<file path="config.mk">
export PLATFORM = sky130hd
export DESIGN_NAME = sdwr_frame_ctrl
export DESIGN_NICKNAME = d
export VERILOG_FILES = /design/src/rtl/sdwr_frame_ctrl.sv
export SDC_FILE = /design/constraint.sdc
export NUM_CORES = 1
export LEC_CHECK = 0
export CORE_ASPECT_RATIO = 1.1
export CORE_MARGIN = 4
export CORE_UTILIZATION = 35
export DETAILED_ROUTE_END_ITERATION = 7
export GPL_ROUTABILITY_DRIVEN = 0
export PLACE_DENSITY = 0.69
export RECOVER_POWER = 50
export SKIP_CTS_REPAIR_TIMING = 1
export SLEW_MARGIN = 20
export SYNTH_ARGS = -nofsm -noshare
export SYNTH_HDL_FRONTEND = slang
export SYNTH_SLANG_ARGS = --single-unit
</file>
<file path="constraint.sdc">
create_clock -name clk -period 4.15 [get_ports clk]
set_input_delay 0.83 -clock clk [delete_from_list [all_inputs] [get_ports clk]]
set_output_delay 0.83 -clock clk [all_outputs]
set_load 0.1 [all_outputs]
</file>
<file path="src/rtl/sdwr_frame_ctrl.sv">
// Write-side frame engine: drains the camera write FIFO into one SDRAM bank as
// fixed-length bursts, counts bursts per frame and flags frame completion.
module sdwr_frame_ctrl #(
    parameter int BURST_LEN    = 256,
    parameter int FRAME_BURSTS = 1200,
    parameter int OFFSET_W     = 20,
    parameter int USEDW_W      = 10
) (
    input  logic                  clk,
    input  logic                  rst_n,
    input  logic                  wr_load,
    input  logic [1:0]            wr_bank,
    input  logic [USEDW_W-1:0]    fifo_usedw,
    input  logic                  sdram_wr_ack,
    input  logic                  sdram_wr_done,
    output logic                  sdram_wr_req,
    output logic [OFFSET_W+1:0]   sdram_wr_addr,
    output logic                  bank_valid,
    output logic                  frame_write_done
);

    localparam int CNT_W = $clog2(FRAME_BURSTS + 1);
    localparam logic [USEDW_W:0]    THRESH     = (USEDW_W + 1)'(BURST_LEN);
    localparam logic [OFFSET_W-1:0] BURST_STEP = OFFSET_W'(BURST_LEN);
    localparam logic [CNT_W-1:0]    LAST_CNT   = CNT_W'(FRAME_BURSTS - 1);

    typedef enum logic [2:0] {IDLE, CHECK, REQ, BURST, NEXT, DONE} state_t;

    state_t                state_reg, state_next;
    logic                  req_reg, req_next;
    logic                  bank_valid_reg, bank_valid_next;
    logic                  frame_done_reg, frame_done_next;
    logic [1:0]            bank_lat_reg, bank_lat_next;
    logic [1:0]            bank_pend_reg, bank_pend_next;
    logic                  load_pend_reg, load_pend_next;
    logic [OFFSET_W-1:0]   offset_reg, offset_next;
    logic [CNT_W-1:0]      burst_cnt_reg, burst_cnt_next;
    logic [OFFSET_W+1:0]   addr_reg, addr_next;

    logic fifo_ready;
    logic last_burst;
    logic frame_start;

    assign fifo_ready  = {1'b0, fifo_usedw} >= THRESH;
    assign last_burst  = burst_cnt_reg == LAST_CNT;
    // A load is only honoured immediately outside an in-flight burst.
    assign frame_start = wr_load && (state_reg == IDLE || state_reg == CHECK ||
                                     state_reg == NEXT || state_reg == DONE);

    always_ff @(posedge clk or negedge rst_n) begin
        if (!rst_n) begin
            state_reg      <= IDLE;
            req_reg        <= 1'b0;
            bank_valid_reg <= 1'b0;
            frame_done_reg <= 1'b0;
            bank_lat_reg   <= 2'b00;
            bank_pend_reg  <= 2'b00;
            load_pend_reg  <= 1'b0;
            offset_reg     <= '0;
            burst_cnt_reg  <= '0;
            addr_reg       <= '0;
        end else begin
            state_reg      <= state_next;
            req_reg        <= req_next;
            bank_valid_reg <= bank_valid_next;
            frame_done_reg <= frame_done_next;
            bank_lat_reg   <= bank_lat_next;
            bank_pend_reg  <= bank_pend_next;
            load_pend_reg  <= load_pend_next;
            offset_reg     <= offset_next;
            burst_cnt_reg  <= burst_cnt_next;
            addr_reg       <= addr_next;
        end
    end

    always_comb begin
        state_next = state_reg;
        unique case (state_reg)
            IDLE:  if (wr_load) state_next = CHECK;
            CHECK: begin
                if (wr_load)         state_next = CHECK;
                else if (fifo_ready) state_next = REQ;
            end
            REQ:   if (sdram_wr_ack)  state_next = BURST;
            BURST: if (sdram_wr_done) state_next = NEXT;
            NEXT: begin
                if (wr_load || load_pend_reg) state_next = CHECK;
                else if (last_burst)          state_next = DONE;
                else                          state_next = CHECK;
            end
            DONE:  if (wr_load) state_next = CHECK;
            default: state_next = IDLE;
        endcase
    end

    always_comb begin
        bank_valid_next = bank_valid_reg;
        frame_done_next = frame_done_reg;
        bank_lat_next   = bank_lat_reg;
        bank_pend_next  = bank_pend_reg;
        load_pend_next  = load_pend_reg;
        offset_next     = offset_reg;
        burst_cnt_next  = burst_cnt_reg;

        if (frame_start) begin
            bank_lat_next   = wr_bank;
            offset_next     = '0;
            burst_cnt_next  = '0;
            bank_valid_next = 1'b1;
            frame_done_next = 1'b0;
            load_pend_next  = 1'b0;
        end else begin
            case (state_reg)
                REQ, BURST: begin
                    if (wr_load) begin
                        load_pend_next = 1'b1;
                        bank_pend_next = wr_bank;
                    end
                end
                NEXT: begin
                    if (load_pend_reg) begin
                        // Deferred restart: the old frame is abandoned without a done flag.
                        bank_lat_next  = bank_pend_reg;
                        offset_next    = '0;
                        burst_cnt_next = '0;
                        load_pend_next = 1'b0;
                    end else begin
                        offset_next    = offset_reg + BURST_STEP;
                        burst_cnt_next = burst_cnt_reg + 1'b1;
                        if (last_burst) begin
                            bank_valid_next = 1'b0;
                            frame_done_next = 1'b1;
                        end
                    end
                end
                default: ;
            endcase
        end

        req_next  = (state_next == REQ);
        addr_next = {bank_lat_next, offset_next};
    end

    assign sdram_wr_req     = req_reg;
    assign sdram_wr_addr    = addr_reg;
    assign bank_valid       = bank_valid_reg;
    assign frame_write_done = frame_done_reg;

endmodule

</file>
# --- After elaboration in Yosys (flattened, before gate mapping) ---
# Index checks and enable logic that the tools add are counted.
totals:
  reg_bits: 64
  inputBits: 17
classes:
  n_addsub: 2
  magnitude_cmp: 1
  eq_ne: 9
  mux: 28
  n_bitwise: 1
  reduce_logical: 14
ops:
  columns: ["cell", "count"]
  rows:
  - ["2-to-1 mux 20 bit", 3]
  - ["2-to-1 mux 11 bit", 3]
  - ["2-to-1 mux 3 bit", 7]
  - ["adder 20 x 9 -> 20 bit (second input constant)", 1]
  - ["one-hot mux 3 bit (5 select lines)", 1]
  - ["adder 11 x 1 -> 11 bit (second input constant)", 1]
  - ["equality test 11 bit (second input constant)", 1]
  - [">= comparator 10 x 9 -> 1 bit (second input constant)", 1]
  - ["2-to-1 mux 1 bit", 10]
  - ["equality test 3 x 2 -> 1 bit (second input constant)", 3]
  - ["equality test 3 bit (second input constant)", 2]
  - ["2-to-1 mux 2 bit", 3]
  - ["AND reduction 3 bit", 2]
  - ["logical OR 1 bit", 4]
  - ["nonzero test 2 bit", 2]
  - ["OR reduction 2 bit", 2]
  - ["equality test 3 x 1 -> 1 bit (second input constant)", 1]
  - ["logical NOT 3 bit", 1]
  - ["inequality test 3 bit (second input constant)", 1]
  - ["nonzero test 3 bit", 1]
  - ["inequality test 2 x 1 -> 1 bit (second input constant)", 1]
  - ["one-hot mux 1 bit (2 select lines)", 1]
  - ["AND reduction 2 bit", 1]
  - ["logical AND 1 bit", 1]
  - ["NOT 1 bit", 1]

# --- Depth between registers and ports, before layout ---
# Gate-level depths: netlist of the first run.
logic_depth:
  depth_word: 7
  ltp_mapped: 7
  depth_no_buf: 5

# --- Least setup slack after synthesis of the first run ---
# OpenSTA, ideal clock, no wires.
synth_timing:
  kind: "input port to flip-flop"
  start: "input wr_load"
  end: "register addr_reg[19], in the netlist sdram_wr_addr[19]"
  setup_time_ps: 71
  t_arrival_ps: 2162
  t_required_ps: 4079
  slack_ps: 1917
  path_stages: 6
  n_path_buf: 2
  cell_sequence: "or2_2 > clkbuf_1 > or2_1 > buf_2 > or4_1 > nand3_1"
synth_via:
  elab_chain_len: 2
synth_rtl:
  columns: ["item", "line", "source"]
  rows:
  - ["start: declaration", "11", "input logic wr_load,"]
  - ["logical AND 1 bit", "47", "assign frame_start = wr_load && (state_reg == IDLE || state_reg == CHECK ||"]
  - ["2-to-1 mux 20 bit", "105", "if (frame_start) begin"]
  - ["end signal: assignment", "72", "addr_reg <= addr_next;"]
  - ["end: declaration", "38", "logic [OFFSET_W+1:0] addr_reg, addr_next;"]
# Every way passes these cells.
# A chain may end at the register's enable or synchronous reset.

# --- Worst setup path in the final report of the first run ---
# Same ends and word-level chain as after synthesis.

==> results.py, run 1 <==
metrics = {
    "clock_tree": {
        "worstSkewPairLatency_ns": 0.29,
        "cts_tree": "yes",
        "path_clk_slew_ns": 0.07,
        "clockBufferDepth": 2,
        "cts.root.buffer_cell": "clkbuf_8",
        "clock_sinks": 34,
        "numCtsBuffers": 5,
        "cts_htree_levels": 2,
    },
    "critical_path": {
        "r2r_cells": 4,
        "cp-startpoint": "wr_load",
        "worstPathArrival_ns": 2.99,
        "r2r-start": "state_reg[1]$_DFF_PN0_",
        "cp-start-kind": "input port",
        "cp.required_ns": 4.37,
        "path_max_fanout": 17,
        "cpPeakStageDelay_ns": 0.63,
        "cp_cell_sequence": "dlygate4sd3_1 -> or2_0 -> or2_1 -> or4_1 -> nand3_1",
        "crit_type": "in2reg",
        "rrSetupSlack_ns": 1.82,
        "r2r-end": "sdram_wr_addr[19]$_DFFE_PN0N_",
        "endpoint": "sdram_wr_addr[19]$_DFFE_PN0N_",
        "crit_path_end_kind": "register",
        "cp_slowest_cell": "dlygate4sd3_1",
    },
    "final_layout": {
        "fin_cells": 284,
        "synthToLayoutAreaGrowth_pct": 18.4,
        "layout-drive-gt1-share_pct": 4.42,
        "nFillCells": 493,
        "largest_reg_flops": 14,
        "final_nets": 244,
        "antenna_cells": 0,
    },
    "die": {
        "rows": 27,
        "fp.dieH_um": 83.8,
        "ioPinCount": 42,
        "die-area_um2": 6440,
        "start_util_pct": 36.3,
        "fp.dieW_um": 76.9,
        "coreArea_um2": 5030,
    },
    "pwr": {
        "power_leakage_uw": 0.000892,
        "peakVddDrop_v": 0.000450,
        "p_per_area_nw_per_um2": 503,
    },
    "synth": {
        "ys_warn_count": 0,
        "yosysMostFrequentCell": "dfrtp_1",
        "yosys_register_bits": 34,
        "synth_top_cell_by_area": "dfrtp_1",
        "ys_top_cells_by_count": "34 x dfrtp_1, 26 x o21ai_0, 14 x nand2_1",
        "syn_area_um2": 1830,
        "async_flop_share_pct": 100,
        "synthTopCellsByArea": "dfrtp_1 47%, o21ai_0 7.1%, buf_4 3.7%",
        "synth_edf_count": 0,
        "synth.top_cell.area_share_pct": 46.6,
        "ys_seq_area_share_pct": 46.6,
        "synth_cells": 202,
        "ys_types": 42,
        "synthFlopType": "dfrtp_1",
        "synth.avg_cell_area_um2": 9.04,
    },
    "timing": {
        "fin_setup_tns_ns": 0,
        "min_period_ns": 2.77,
        "slew-limit-headroom_pct": -20.8,
        "max_freq_mhz": 361,
        "worst_pin_slew_ns": 1.81,
        "drv_slew": 35,
        "fin_skew_ns": 0.00963,
        "setup_viol": 0,
        "rsz0062_at_grt": "false",
        "finalCritPeriodShare_pct": 66.7,
        "hold_viol_final": 0,
    },
    "min_path": {
        "hold_start": "frame_write_done$_DFFE_PN0P_",
        "hp-class": "reg2reg",
    },
    "placement": {
        "port_buffers": 25,
        "place_inst": 276,
        "hpwl_mm": 2.52,
    },
    "detailed_routing": {
        "drtIter0Drc": 49,
        "vias": 1460,
        "wire_per_inst_um": 13.0,
        "drc": 0,
        "dr.pass1.iters": 4,
        "ant_nets": 0,
        "drt_wl_total_mm": 3.70,
        "via_per_inst": 5.14,
    },
    "flow_run": {
        "maxCapViolations": 1,
    },
    "global_routing": {
        "grt_usage_pct": 12.1,
        "grt-ovfl-total": 0,
        "antenna_found_initial": 0,
        "grt_pass1_vias": 1400,
        "grt_pass1_wl_mm": 6.33,
        "grt_max_degree": 35,
    },
    "run_status": {
        "violations": "max-capacitance violations, max-slew violations",
        "outcome": "finished, violations left",
    },
}
cell type report:
| type | count | area (µm²) | area share [%] |
|---|---|---|---|
| Clock buffer | 7 | 86.3 | 3.99 |
| Sequential cell | 34 | 851 | 39.4 |
| Tap cell | 58 | 72.6 | 3.36 |
| Multi-Input combinational cell | 148 | 856 | 39.6 |
| Clock inverter | 1 | 5.00 | 0.231 |
| Inverter | 10 | 37.5 | 1.74 |
| Timing Repair Buffer | 26 | 254 | 11.7 |
power by group:
| group | switching [µW] | total (µW) | internal (µW) |
|---|---|---|---|
| registers | 67.8 | 451 | 384 |
| clock network | 122 | 256 | 134 |
| logic | 271 | 380 | 108 |
worst min path at each step:
stage                                          to  slack (ns)  cells past startpoint
CTS                  frame_write_done$_DFFE_PN0P_        0.50                      1
global route         frame_write_done$_DFFE_PN0P_        0.52                      1
finish               frame_write_done$_DFFE_PN0P_        0.50                      1
floorplan           burst_cnt_reg[10]$_DFFE_PN0N_        0.48                      2
global placement     frame_write_done$_DFFE_PN0P_        0.48                      1
detailed placement   frame_write_done$_DFFE_PN0P_        0.49                      1
layer usage:
metal | GRT usage [%] | routed length, µm | vias to the layer above
met1 | 14.7 | 1830 | 661
met4 | 6.10 | 68 | 0
met3 | 3.56 | 179 | 6
li1 | - | - | 761
met5 | 0 | 0 | -
met2 | 19.3 | 1620 | 32
stage by stage:
stage          util, %  area, µm²  hold WS (ns)  total power [µW]  setup WS (ns)
2_1_floorplan        -       1850         0.477               758           1.92
3_3_place_gp      41.2       2070         0.483               833           1.23
3_5_place_dp      41.2       2070         0.487               840           1.24
4_1_cts           43.0       2170         0.503              1100           1.39
5_1_grt           43.0       2160         0.524              1150           1.10
6_report          43.0       2160         0.498              1090           1.38
layout by cell type (no fill, tap or decap), types with 8 or more instances in the layout:
master and count:
nand3_1 11, inv_1 10, clkdlybuf4s50_1 23, a21oi_1 12, conb_1 8, dfrtp_1 34, o21ai_0 26, nand2_1 14
nor2_1 9
kinds of logic after synthesis:
| family | after synthesis | synth area share (%) |
|---|---|---|
| AND/OR/NAND/NOR | 76 | 22.7 |
| AO/OA/AOI/OAI | 58 | 18.8 |
| flip-flops | 34 | 46.6 |
| buffers and inverters | 27 | 8.01 |
| multiplexers | 4 | 2.33 |
| adder cells (fa/ha/maj) | 2 | 1.37 |
| other | 1 | 0.205 |
worst max-delay path, delay by kind of cell:
family | cells | cell delay [ns]
simple gates | 4 | 1.52
buf+inv | 1 | 0.63
No activity file was read; power rests on OpenSTA's default activity.
==> inputs of run 2 (changes only) <==
--- a/config.mk
+++ b/config.mk
@@ -10,7 +10,7 @@
 export CORE_UTILIZATION = 35
 export DETAILED_ROUTE_END_ITERATION = 7
 export GPL_ROUTABILITY_DRIVEN = 0
-export PLACE_DENSITY = 0.69
+export PLACE_DENSITY = 0.72
 export RECOVER_POWER = 50
 export SKIP_CTS_REPAIR_TIMING = 1
 export SLEW_MARGIN = 20
==> constraint.sdc (replaced) <==
create_clock -name clk -period 2.5 [get_ports clk]
set_input_delay 0.5 -clock clk [delete_from_list [all_inputs] [get_ports clk]]
set_output_delay 0.5 -clock clk [all_outputs]
set_load 0.1 [all_outputs]
==> results.py, run 2 (synthesis results as in run 1) <==
metrics = {
    "critical_path": {
        "cp_cell_sequence": "dlygate4sd3_1 -> or2_2 -> or2_1 -> or4_1 -> nand3_1",
        "r2r_cells": 4,
        "cpPeakStageDelay_ns": 0.57,
        "cp-start-kind": "input port",
        "path_max_fanout": 17,
        "cp_slowest_cell": "or4_1",
        "r2r-end": "burst_cnt_reg[10]$_DFFE_PN0N_",
        "r2r-start": "state_reg[2]$_DFF_PN0_",
        "crit_type": "in2reg",
        "endpoint": "burst_cnt_reg[10]$_DFFE_PN0N_",
        "cp-startpoint": "wr_load",
        "worstPathArrival_ns": 2.43,
        "rrSetupSlack_ns": 0.41,
        "cp.required_ns": 2.72,
        "crit_path_end_kind": "register",
    },
    "final_layout": {
        "fin_util_pct": 42.5,
        "largest_reg_flops": 14,
        "final_cell_mix": "34 x dfrtp_1, 26 x o21ai_0, 17 x buf_4",
        "synthToLayoutAreaGrowth_pct": 17.1,
        "final_common_cell": "dfrtp_1",
        "layout-drive-gt1-share_pct": 12.1,
        "antenna_cells": 0,
        "final_nets": 251,
    },
    "timing": {
        "drv_slew": 0,
        "fin_skew_ns": 0.00517,
        "fin_setup_tns_ns": 0,
        "finalCritPeriodShare_pct": 88.3,
        "worst_pin_slew_ns": 1.16,
        "max_freq_mhz": 453,
        "min_period_ns": 2.21,
        "hold_viol_final": 0,
        "slew-limit-headroom_pct": 22.8,
        "setup_viol": 0,
        "rsz0062_at_grt": "false",
    },
    "pwr": {
        "p_per_area_nw_per_um2": 833,
        "power_leakage_uw": 0.000929,
        "peakVddDrop_v": 0.000688,
    },
    "die": {
        "die-area_um2": 6440,
        "start_util_pct": 36.3,
        "rows": 27,
        "fp.dieH_um": 83.8,
        "ioPinCount": 42,
        "coreArea_um2": 5030,
        "fp.dieW_um": 76.9,
    },
    "detailed_routing": {
        "ant_nets": 0,
        "drc": 0,
        "dr.pass1.iters": 4,
        "via_per_inst": 5.30,
        "vias": 1531,
        "drtIter0Drc": 57,
        "drt_wl_total_mm": 3.80,
        "wire_per_inst_um": 13.1,
    },
    "clock_tree": {
        "cts.root.buffer_cell": "clkbuf_8",
        "clockBufferDepth": 2,
        "cts_htree_levels": 2,
        "worstSkewPairLatency_ns": 0.28,
        "cts_tree": "yes",
        "clock_sinks": 34,
        "path_clk_slew_ns": 0.07,
        "numCtsBuffers": 5,
    },
    "global_routing": {
        "grt_pass1_vias": 1462,
        "antenna_found_initial": 0,
        "grt_usage_pct": 12.9,
        "grt-ovfl-total": 0,
        "grt_pass1_wl_mm": 6.76,
        "grt_max_degree": 35,
    },
    "flow_run": {
        "maxCapViolations": 0,
    },
    "placement": {
        "hpwl_mm": 2.70,
        "port_buffers": 25,
    },
    "run_status": {
        "outcome": "finished clean",
    },
    "min_path": {
        "hp-class": "reg2reg",
    },
}
run 2: changes by cell type in the layout (fill, tap and decap cells not counted), sizes merged:
cell	change
buf	+17
clkbuf	+6
clkinv	-1
clkdlybuf4s50	-17
run 2: where the power goes:
group	leakage, µW	switching [µW]	internal (µW)
Sequential	0.000452	91.7	637
Clock	0.0000431	188	212
Combinational	0.000434	476	177
Total	0.000929	756	1030
run 2: how the worst min path moves through the flow:
stage,start,endpoint,slack [ns],cells past startpoint
floorplan,rst_n,bank_pend_reg[0]$_DFFE_PN0P_,0.20,0
global placement,frame_write_done$_DFFE_PN0P_,frame_write_done$_DFFE_PN0P_,0.49,1
detailed placement,frame_write_done$_DFFE_PN0P_,frame_write_done$_DFFE_PN0P_,0.49,1
CTS,frame_write_done$_DFFE_PN0P_,frame_write_done$_DFFE_PN0P_,0.51,1
global route,frame_write_done$_DFFE_PN0P_,frame_write_done$_DFFE_PN0P_,0.51,1
finish,frame_write_done$_DFFE_PN0P_,frame_write_done$_DFFE_PN0P_,0.50,1
run 2: worst max-delay path, delay by kind of cell:
family,cells,cell delay [ns]
and+or+nand+nor,4,1.37
buffers and inverters,1,0.55
run 2: area by class of cell:
| type | instances | area, µm² |
|---|---|---|
| well taps | 58 | 72.6 |
| inverters | 10 | 37.5 |
| multi-input cells | 148 | 856 |
| fillers | 500 | 2900 |
| repair buffers | 33 | 239 |
| clock buffers | 6 | 82.6 |
| flip-flops and latches | 34 | 851 |
run 2: through the flow:
step | setup slack [ns] | cell area (µm²) | hold WS [ns] | total power (µW) | cells
2_1_floorplan | 0.408 | 1850 | 0.204 | 1260 | 209
3_3_place_gp | 0.141 | 2080 | 0.486 | 1410 | 283
3_5_place_dp | 0.117 | 2080 | 0.494 | 1420 | 283
4_1_cts | 0.406 | 2170 | 0.508 | 1830 | 289
5_1_grt | 0.228 | 2140 | 0.511 | 1900 | 289
6_report | 0.292 | 2140 | 0.496 | 1780 | 289
run 2: layer usage:
metal	track usage, %	wire length (µm)	vias up
met2	19.4	1710	37
met5	0	0	-
met4	5.11	69	0
met1	17.2	1800	719
li1	-	-	767
met3	3.67	207	8
